<file path="src/rtl/uart_pkg.sv">
`default_nettype none
// ============================================================================
// Module  : uart_pkg
// Purpose : Shared types and constants for the UART transmit/receive blocks.
//           Holds the transmitter state encoding, the parity selector
//           encodings, the default minimum baud divisor and a helper that
//           turns a clock frequency and baud rate into a divisor.
// Ports   : none (package)
// Revision: 1.0 - initial release
// ============================================================================
package uart_pkg;

  typedef enum logic [2:0] {
    ST_IDLE   = 3'd0,
    ST_START  = 3'd1,
    ST_DATA   = 3'd2,
    ST_PARITY = 3'd3,
    ST_STOP   = 3'd4
  } tx_state_t;

  localparam logic [1:0] PAR_NONE = 2'b00;
  localparam logic [1:0] PAR_ODD  = 2'b01;
  localparam logic [1:0] PAR_EVEN = 2'b10;

  // Divisors below this cannot be honoured, so they are raised to it.
  localparam int unsigned c_min_div_dflt = 4;

  // Clocks per bit for a given system clock and baud rate.
  function automatic int unsigned bps_div(input int unsigned clk_fre,
                                          input int unsigned bps);
    return (bps == 0) ? 0 : clk_fre / bps;
  endfunction

endpackage
`default_nettype wire

</file>
<file path="src/rtl/uart_sync_fifo.sv">
`default_nettype none
// ============================================================================
// Module  : uart_sync_fifo
// Purpose : Single-clock FIFO with first-word-fall-through read data.
//           Pointers carry an extra wrap bit so full and empty are
//           distinguishable and level can reach DEPTH.
// Ports   : sys_clk/sys_rst_n - clock, async active-low reset (empties FIFO)
//           push/wr_data      - write strobe and data (ignored when full)
//           pop/rd_data       - read strobe (ignored when empty), head word
//           full/empty/level  - occupancy flags and count 0..DEPTH
// Revision: 1.0 - initial release
// ============================================================================
module uart_sync_fifo #(
  parameter int WIDTH = 8,
  parameter int DEPTH = 4
) (
  input  logic                     sys_clk,
  input  logic                     sys_rst_n,
  input  logic                     push,
  input  logic [WIDTH-1:0]         wr_data,
  input  logic                     pop,
  output logic [WIDTH-1:0]         rd_data,
  output logic                     full,
  output logic                     empty,
  output logic [$clog2(DEPTH):0]   level
);

  localparam int c_aw = $clog2(DEPTH);

  logic [WIDTH-1:0] r_mem [DEPTH];
  logic [c_aw:0]    r_wr_ptr;
  logic [c_aw:0]    r_rd_ptr;
  logic             w_push_ok;
  logic             w_pop_ok;

  assign w_push_ok = push && !full;
  assign w_pop_ok  = pop && !empty;

  assign empty   = (r_wr_ptr == r_rd_ptr);
  assign full    = (r_wr_ptr[c_aw] != r_rd_ptr[c_aw]) &&
                   (r_wr_ptr[c_aw-1:0] == r_rd_ptr[c_aw-1:0]);
  assign level   = r_wr_ptr - r_rd_ptr;
  assign rd_data = r_mem[r_rd_ptr[c_aw-1:0]];

  // Storage is not reset; only the pointers define what is valid.
  always_ff @(posedge sys_clk) begin
    if (w_push_ok) begin
      r_mem[r_wr_ptr[c_aw-1:0]] <= wr_data;
    end
  end

  always_ff @(posedge sys_clk or negedge sys_rst_n) begin
    if (!sys_rst_n) begin
      r_wr_ptr <= '0;
      r_rd_ptr <= '0;
    end else begin
      if (w_push_ok) begin
        r_wr_ptr <= r_wr_ptr + 1'b1;
      end
      if (w_pop_ok) begin
        r_rd_ptr <= r_rd_ptr + 1'b1;
      end
    end
  end

endmodule
`default_nettype wire

</file>
<file path="src/rtl/uart_tx_frame.sv">
`default_nettype none
// ============================================================================
// Module  : uart_tx_frame
// Purpose : UART transmitter with a TX FIFO and per-frame configuration.
//           Words are serialised LSB first as start, data, optional parity
//           and one or two stop bits. Queued frames follow back to back.
// Ports   : sys_clk/sys_rst_n        - clock, async active-low reset
//           tx_data/tx_valid/tx_ready - word input handshake
//           cfg_div                   - clocks per bit (clamped to MIN_DIV)
//           cfg_parity                - 00 none, 01 odd, 10 even, 11 none
//           cfg_stop2                 - 1 = two stop bits
//           uart_txd                  - serial line, idle high, registered
//           tx_busy                   - frame in progress
//           tx_done                   - pulse in last clock of last stop bit
//           fifo_level                - FIFO occupancy
// Revision: 1.0 - initial release
// ============================================================================
module uart_tx_frame
  import uart_pkg::*;
#(
  parameter int DATA_BITS  = 8,
  parameter int DIV_W      = 16,
  parameter int FIFO_DEPTH = 4,
  parameter int MIN_DIV    = c_min_div_dflt
) (
  input  logic                          sys_clk,
  input  logic                          sys_rst_n,
  input  logic [DATA_BITS-1:0]          tx_data,
  input  logic                          tx_valid,
  output logic                          tx_ready,
  input  logic [DIV_W-1:0]              cfg_div,
  input  logic [1:0]                    cfg_parity,
  input  logic                          cfg_stop2,
  output logic                          uart_txd,
  output logic                          tx_busy,
  output logic                          tx_done,
  output logic [$clog2(FIFO_DEPTH):0]   fifo_level
);

  localparam logic [3:0]       c_last_data = 4'(DATA_BITS - 1);
  localparam logic [DIV_W-1:0] c_min_div   = DIV_W'(MIN_DIV);
  localparam logic [DIV_W-1:0] c_one       = DIV_W'(1);

  tx_state_t            r_state;
  tx_state_t            w_state_nxt;
  logic [DATA_BITS-1:0] r_shift;
  logic [DATA_BITS-1:0] w_fifo_dout;
  logic [DIV_W-1:0]     r_div;
  logic [DIV_W-1:0]     r_cnt;
  logic [DIV_W-1:0]     w_div_sel;
  logic [3:0]           r_bit;
  logic                 r_par_en;
  logic                 r_par_bit;
  logic                 r_stop2;
  logic                 r_txd;
  logic                 r_done;
  logic                 r_busy;
  logic                 w_full;
  logic                 w_empty;
  logic                 w_push;
  logic                 w_pop;
  logic                 w_bit_end;
  logic                 w_last_stop;
  logic                 w_txd_nxt;
  logic                 w_done_nxt;
  logic                 w_cfg_par_en;
  logic                 w_cfg_par_bit;

  uart_sync_fifo #(
    .WIDTH (DATA_BITS),
    .DEPTH (FIFO_DEPTH)
  ) u_fifo (
    .sys_clk   (sys_clk),
    .sys_rst_n (sys_rst_n),
    .push      (w_push),
    .wr_data   (tx_data),
    .pop       (w_pop),
    .rd_data   (w_fifo_dout),
    .full      (w_full),
    .empty     (w_empty),
    .level     (fifo_level)
  );

  assign w_push   = tx_valid && !w_full;
  assign tx_ready = !w_full;

  // Frame configuration is sampled from these only at the pop.
  assign w_div_sel     = (cfg_div < c_min_div) ? c_min_div : cfg_div;
  assign w_cfg_par_en  = (cfg_parity == PAR_ODD) || (cfg_parity == PAR_EVEN);
  assign w_cfg_par_bit = (cfg_parity == PAR_ODD) ? ~^w_fifo_dout : ^w_fifo_dout;

  assign w_bit_end   = (r_cnt == r_div - c_one);
  assign w_last_stop = (r_bit == {3'b000, r_stop2});

  // Next state and the line level for the following clock. The line is
  // registered, so it trails the state register by one clock.
  always_comb begin
    w_state_nxt = r_state;
    w_pop       = 1'b0;
    w_done_nxt  = 1'b0;
    w_txd_nxt   = 1'b1;
    case (r_state)
      ST_IDLE: begin
        if (!w_empty) begin
          w_pop       = 1'b1;
          w_state_nxt = ST_START;
        end
      end
      ST_START: begin
        w_txd_nxt = 1'b0;
        if (w_bit_end) begin
          w_state_nxt = ST_DATA;
        end
      end
      ST_DATA: begin
        w_txd_nxt = r_shift[0];
        if (w_bit_end && (r_bit == c_last_data)) begin
          w_state_nxt = r_par_en ? ST_PARITY : ST_STOP;
        end
      end
      ST_PARITY: begin
        w_txd_nxt = r_par_bit;
        if (w_bit_end) begin
          w_state_nxt = ST_STOP;
        end
      end
      ST_STOP: begin
        if (w_bit_end && w_last_stop) begin
          w_done_nxt = 1'b1;
          // Popping here puts the next start bit right after this stop bit.
          if (!w_empty) begin
            w_pop       = 1'b1;
            w_state_nxt = ST_START;
          end else begin
            w_state_nxt = ST_IDLE;
          end
        end
      end
      default: begin
        w_state_nxt = ST_IDLE;
      end
    endcase
  end

  always_ff @(posedge sys_clk or negedge sys_rst_n) begin
    if (!sys_rst_n) begin
      r_state   <= ST_IDLE;
      r_shift   <= '0;
      r_div     <= c_min_div;
      r_cnt     <= '0;
      r_bit     <= '0;
      r_par_en  <= 1'b0;
      r_par_bit <= 1'b0;
      r_stop2   <= 1'b0;
      r_txd     <= 1'b1;
      r_done    <= 1'b0;
      r_busy    <= 1'b0;
    end else begin
      r_state <= w_state_nxt;
      r_txd   <= w_txd_nxt;
      r_done  <= w_done_nxt;
      r_busy  <= (r_state != ST_IDLE);
      if (w_pop) begin
        r_shift   <= w_fifo_dout;
        r_div     <= w_div_sel;
        r_par_en  <= w_cfg_par_en;
        r_par_bit <= w_cfg_par_bit;
        r_stop2   <= cfg_stop2;
        r_cnt     <= '0;
        r_bit     <= '0;
      end else if (r_state != ST_IDLE) begin
        if (w_bit_end) begin
          r_cnt <= '0;
          // Bit index counts data bits in DATA and stop bits in STOP.
          r_bit <= (w_state_nxt == r_state) ? r_bit + 4'd1 : 4'd0;
          if (r_state == ST_DATA) begin
            r_shift <= r_shift >> 1;
          end
        end else begin
          r_cnt <= r_cnt + c_one;
        end
      end
    end
  end

  assign uart_txd = r_txd;
  assign tx_done  = r_done;
  assign tx_busy  = r_busy;

endmodule
`default_nettype wire

</file>
<file path="config.mk">
export PLATFORM = sky130hd
export DESIGN_NAME = uart_tx_frame
export DESIGN_NICKNAME = d
export VERILOG_FILES = /design/src/rtl/uart_pkg.sv /design/src/rtl/uart_sync_fifo.sv /design/src/rtl/uart_tx_frame.sv
export SDC_FILE = /design/constraint.sdc
export NUM_CORES = 1
export LEC_CHECK = 0
export ABC_CLOCK_PERIOD_IN_PS = 4810
export BUFFER_PORTS_ARGS = -buffer_cell sky130_fd_sc_hd__buf_2
export CORE_MARGIN = 4
export CORE_UTILIZATION = 30
export DETAILED_ROUTE_END_ITERATION = 8
export PLACE_DENSITY = 0.52
export SYNTH_ARGS = -nofsm -noshare
export SYNTH_HDL_FRONTEND = slang
export SYNTH_SLANG_ARGS = --single-unit
export TNS_END_PERCENT = 100
</file>
<file path="constraint.sdc">
create_clock -name sys_clk -period 4.81 [get_ports sys_clk]
set_input_delay 0.2405 -clock sys_clk [delete_from_list [all_inputs] [get_ports sys_clk]]
set_output_delay 0.2405 -clock sys_clk [all_outputs]
set_load 0.005 [all_outputs]
</file>
# Word level (Yosys, flattened, before mapping)
# Memories as Yosys holds them, arrays and structs flattened.
# Cells that the tools add are included.
# word_totals
elab_cells	81
latchBits	0
ff_bits	59
mem_bits_rw	32
memories	1
in_bits	30
rom_bits	0
# mem_list
memory	depth	width	read_ports	rd_clocked_by_memory_dff	wr	line	rtl
u_fifo.r_mem	4	8	1	0	1	uart_sync_fifo.sv:30	logic [WIDTH-1:0] r_mem [DEPTH];
# classes
div	0
multipliers	0
shifts	0
eq_ne	13
mux	29
order_cmp	1
add_sub_neg	6
reduce_logical	18
bitwise	0
# op_table
operator	n
two-way mux 16 bit	4
two-way mux 8 bit	4
two-way mux 3 bit	6
adder 16 x 1 -> 16 bit (second input constant)	1
== test 16 bit	1
< comparator 16 x 3 -> 1 bit (second input constant)	1
two-way mux 4 bit	4
subtractor 16 x 1 -> 16 bit (second input constant)	1
case mux 3 bit (5 select lines)	1
two-way mux 1 bit	8
XNOR reduction 8 bit	1
parity 8 bit	1
adder 3 x 1 -> 3 bit (second input constant)	2
== test 3 x 2 -> 1 bit (second input constant)	2
== test 3 bit	2
logical AND 1 bit	6
nonzero test 2 bit	3
adder 4 x 1 -> 4 bit (second input constant)	1
== test 4 x 1 -> 1 bit	1
== test 4 x 3 -> 1 bit (second input constant)	1
== test 3 x 1 -> 1 bit (second input constant)	1
== test 3 bit (second input constant)	1
zero test 3 bit	1
case mux 1 bit (3 select lines)	1
other kinds (11)	12

# Depth between registers and ports, before layout
# logic_depth
depth_word	10
depth_mapped	14
mapped_depth_nobuf	11

# By module
# Synthesis repeated with hierarchy kept, for this count alone.
# hier_totals
cells_unflattened	401
area_unflattened_um2	4839.6
# modules_own_cells
module	area_per_inst_um2	cells_each	n_inst
uart_tx_frame	3228.1	314	1
uart_sync_fifo	1611.5	87	1

# Worst setup path after synthesis
# No wires, ideal clock.
# synth_path
kind	reg2reg
from	register r_div[0]
to	register r_div[10]
arrival_ps	2894
synth_period_minus_slack_ps	3019
setup_ps	125
stages_incl_launch_ff	13
path_slack_ps	1791
cell_sequence	dfrtp_1 inv_1 ha_1 clkbuf_1 xor2_1 or3_1 a2111oi_2 nor3_1 nor4_4 nand4_1 a211oi_2 buf_4 mux2_2
# synth_between
elab_chain_cells	5
# synth_rtl
item	line	rtl
start: declaration	uart_tx_frame.sv:48	logic [DIV_W-1:0] r_div;
start signal: assignment	uart_tx_frame.sv:149	r_div <= c_min_div;
start signal: assignment	uart_tx_frame.sv:165	r_div <= w_div_sel;
subtractor 16 x 1 -> 16 bit	uart_tx_frame.sv:92	assign w_bit_end = (r_cnt == r_div - c_one);
== test 16 bit	uart_tx_frame.sv:92	
logical AND 1 bit	uart_tx_frame.sv:128	if (w_bit_end && w_last_stop) begin
two-way mux 1 bit	uart_tx_frame.sv:128	
case mux 1 bit (2 select lines)	uart_tx_frame.sv:102	case (r_state)
# Every way passes these cells.
# A chain may end at the register's enable or synchronous reset.

# Worst setup path after layout
# layout_path
from	register r_div[0]
to	register r_stop2
# layout_between
elab_chain_cells	5
# layout_rtl
item	line	rtl
subtractor 16 x 1 -> 16 bit	uart_tx_frame.sv:92	
== test 16 bit	uart_tx_frame.sv:92	
logical AND 1 bit	uart_tx_frame.sv:128	
two-way mux 1 bit	uart_tx_frame.sv:128	
case mux 1 bit (2 select lines)	uart_tx_frame.sv:102	
end signal: assignment	uart_tx_frame.sv:168	r_stop2 <= cfg_stop2;
end: declaration	uart_tx_frame.sv:54	logic r_stop2;
# Every way passes these cells.

==> metrics <==
cts hold-fix bufs 0; post-CTS sizing 0; fin crit share 0.728; DRT antenna net count 0; Starting Density 0.308; FILL cells ~1500; WS Path Type reg2reg; CP Launch Type register; # nets final 480; post-synth top area share 0.302; Final Core Density 0.353; Max rail drop VDD 290 uV; Net Sw Frac 0.301; DRC violation count after routing 0; Comb pwr share 0.200; Primary FF master, synth dfrtp_1; Cell Rows 45; non-filler cells in the finished layout 654; Most Crowded Layer GR met2; Distinct cells, synth 57; largest net degree at the start of global routing 60; Clock Power Share 0.328; Period minus WS final around 3.5 ns; register share of total power 0.472; Bufs on Longest Clock Path 2; post-CTS setup buffers 0; Slew HR 0.476; GR Util All Layers 0.114; Root Buffer clkbuf_16; Clock Sinks about 90; Hold/Removal Path Class in2async; vias in the first global route 3124; detail-routed via count per cell between 4 and 5; IO Port Bufs 36; Setup Total Neg Slack 0 ns; grt ovf 0; drt total wl 9610 um; P_leak roughly 0.0021 uW; I/O pin count 37; Clock H-tree levels 3; number of synthesized flops with an enable pin 32; synthesis-stage register bit count ~90; first-pass GRT wire length about 16000 um; Seq/Total Area, Yosys 0.516; largest area contributor in the netlist dfrtp_1; fmax about 290 MHz; core area between 0.015 and 0.02 mm^2; internal power approximately 1500 uW; CP max stage delay approximately 0.50 ns; Die X 133 um; Die ar. 0.0178 mm^2; placed cells 638; Routed WL per cell 14.7 um; CP bufs+invs 2; Max Cap Violations 0; actual slew at the worst max-slew pin 0.785 ns; clk_skew slightly below 0.009 ns; Worst-Skew Late Latency roughly 0.35 ns; post-DP HPWL between 6000 and 7000 um; CTS clk-pin slew, worst paths around 0.070 ns; CTS tree done; status completed; CP Data Required Time 5.05 ns; met3 Use GR 0.0344; Slew Limit Fails 0; CTS buffer count 9; Worst Path Max Fanout 22; Worst EP arrival 3.74 ns; r2r startpoint r_div[0]; die height between 100 and 150 um; initial antenna violation count 0; met1 Use GR 0.145; vias a little over 3000; Mapped Cells ~400; async set-reset flop share out of synthesis 0.648; First DRT Iteration DRCs approximately 140; Ys Warns 0; Layout Area Growth over Synthesis 14.5%; Setup Viol. Count Final 0; PwrDens 392 mW/mm^2; Crit. End Element register; Fin. Hold Viols 0; Switch Pwr 637 uW; CP top delay family compound AO/OA/AOI/OAI gates; Area contributors post-synth dfrtp_1 30%, edfxtp_1 20%, xnor2_1 5.2%, xor2_1 4.4%, mux4_2 3.8%; unrepaired setup endpoints after global routing no; critical-path cell list inv_1, ha_1, xor2_1, or3_1, a2111oi_2, nor3_1, nor4_4, nand4_1, a211oi_4, buf_4, mux2_2; syn nets roughly 450; global routing usage on met2 0.187; CP startpoint r_div[0]; Netlist Area Pre-Place around 0.0047 mm^2; Avg Inst Size Synth between 10 and 15 um^2; Crit-path slowest cell a211oi_4; GP Congestion 0.815; share of layout cells above drive strength 1 0.210; Ant. Diodes 0; drt pass-1 iters 4
-- sequential cells by signal (all words and copies together) (netlist names) --
| name | count |
|---|---|
| tx_busy | 1 |
| r_state | 3 |
| r_stop2 | 1 |
| r_div | 16 |
| r_par_en | 1 |
| uart_txd | 1 |
| r_cnt | 16 |
| r_par_bit | 1 |
| r_shift | 8 |
| u_fifo.r_wr_ptr | 3 |
| u_fifo.r_rd_ptr | 3 |
| r_bit | 4 |
| u_fifo.r_mem | 32 |
| tx_done | 1 |
-- cells by family after synthesis --
kind of cell             share of synthesized area
AO/OA/AOI/OAI                               0.0691
XOR/XNOR                                    0.0964
AND/OR/NAND/NOR                              0.155
multiplexers                                0.0951
buffers and inverters                       0.0342
flip-flops                                   0.516
adder cells (fa/ha/maj)                     0.0334
-- power by group through the flow --
stage / Combinational, uW / Clock (uW) / Sequential (uW)
after floorplan: 326 / 0 / 979
after global routing: 481 / 752 / 1020
after global placement: 432 / 0 / 1010
after CTS: 438 / 720 / 1000
after detailed placement: 436 / 0 / 1020
final: 424 / 696 / 1000
-- layout by cell type, fill, tap and decap left out, drive strengths merged, types with 12 or more instances in the layout --
| cell | instances |
|---|---|
| edfxtp | 32 |
| xnor2 | 28 |
| dfrtp | 57 |
| nand2 | 30 |
| xor2 | 24 |
| and3 | 14 |
| mux2 | 15 |
| o21ai | 15 |
| nor2 | 28 |
| inv | 22 |
| nand3 | 12 |
| buf | 39 |
-- worst paths after layout --
path	endpoint	slack (ns)	cells past startpoint
setup / recovery	r_stop2	1.31	11
hold / removal	tx_busy	0.05	2
setup reg to reg	r_stop2	1.31	11
hold reg to reg	u_fifo.r_wr_ptr[2]	0.49	1
max in group asynchronous	u_fifo.r_wr_ptr[0]	4.25	2
min in group sys_clk	u_fifo.r_mem[0][5]	0.10	1
-- per-stage QoR --
step	power (uW)	cell area [um^2]	hold slack, ns	worst slack (ns)
6_report	2120	5410	0.0511	1.31
3_3_place_gp	1450	5120	0.454	1.40
3_5_place_dp	1450	5120	0.461	1.29
5_1_grt	2250	5410	0.0930	0.997
2_1_floorplan	1310	4720	-0.0551	1.79
4_1_cts	2160	5410	0.0804	1.28
-- cell type report --
type / count / area (um^2) / area share
tap: 211 / 264 / 0.0488
multi-input combinational: 279 / 2130 / 0.394
timing repair buffer: 39 / 215 / 0.0398
sequential: 91 / 2440 / 0.451
inverter: 18 / 67.6 / 0.0125
clock buffer: 9 / 225 / 0.0416
clock inverter: 7 / 68.8 / 0.0127
-- cell usage after synthesis, types with 5 or more instances --
| master | n |
|---|---|
| dfrtp_1 | 57 |
| nor2_1 | 28 |
| nand4_1 | 8 |
| mux2_2 | 15 |
| clkbuf_1 | 9 |
| nand3_1 | 12 |
| ha_1 | 11 |
| and3_1 | 14 |
| xor2_1 | 24 |
| a21oi_1 | 7 |
| inv_1 | 18 |
| xnor2_1 | 28 |
| o21ai_0 | 15 |
| mux4_2 | 8 |
| nor4_1 | 8 |
| mux2i_1 | 10 |
| nor3_1 | 9 |
| nand2_1 | 30 |
| edfxtp_1 | 32 |
| buf_2 | 5 |
-- routing by layer --
layer  share of wire  routed length (um)
met1            0.47                4480
met2            0.49                4680
met3           0.034                 323
met4           0.013                 121
met5               0                   0
Note: power is estimated with default switching activity, not from simulation.
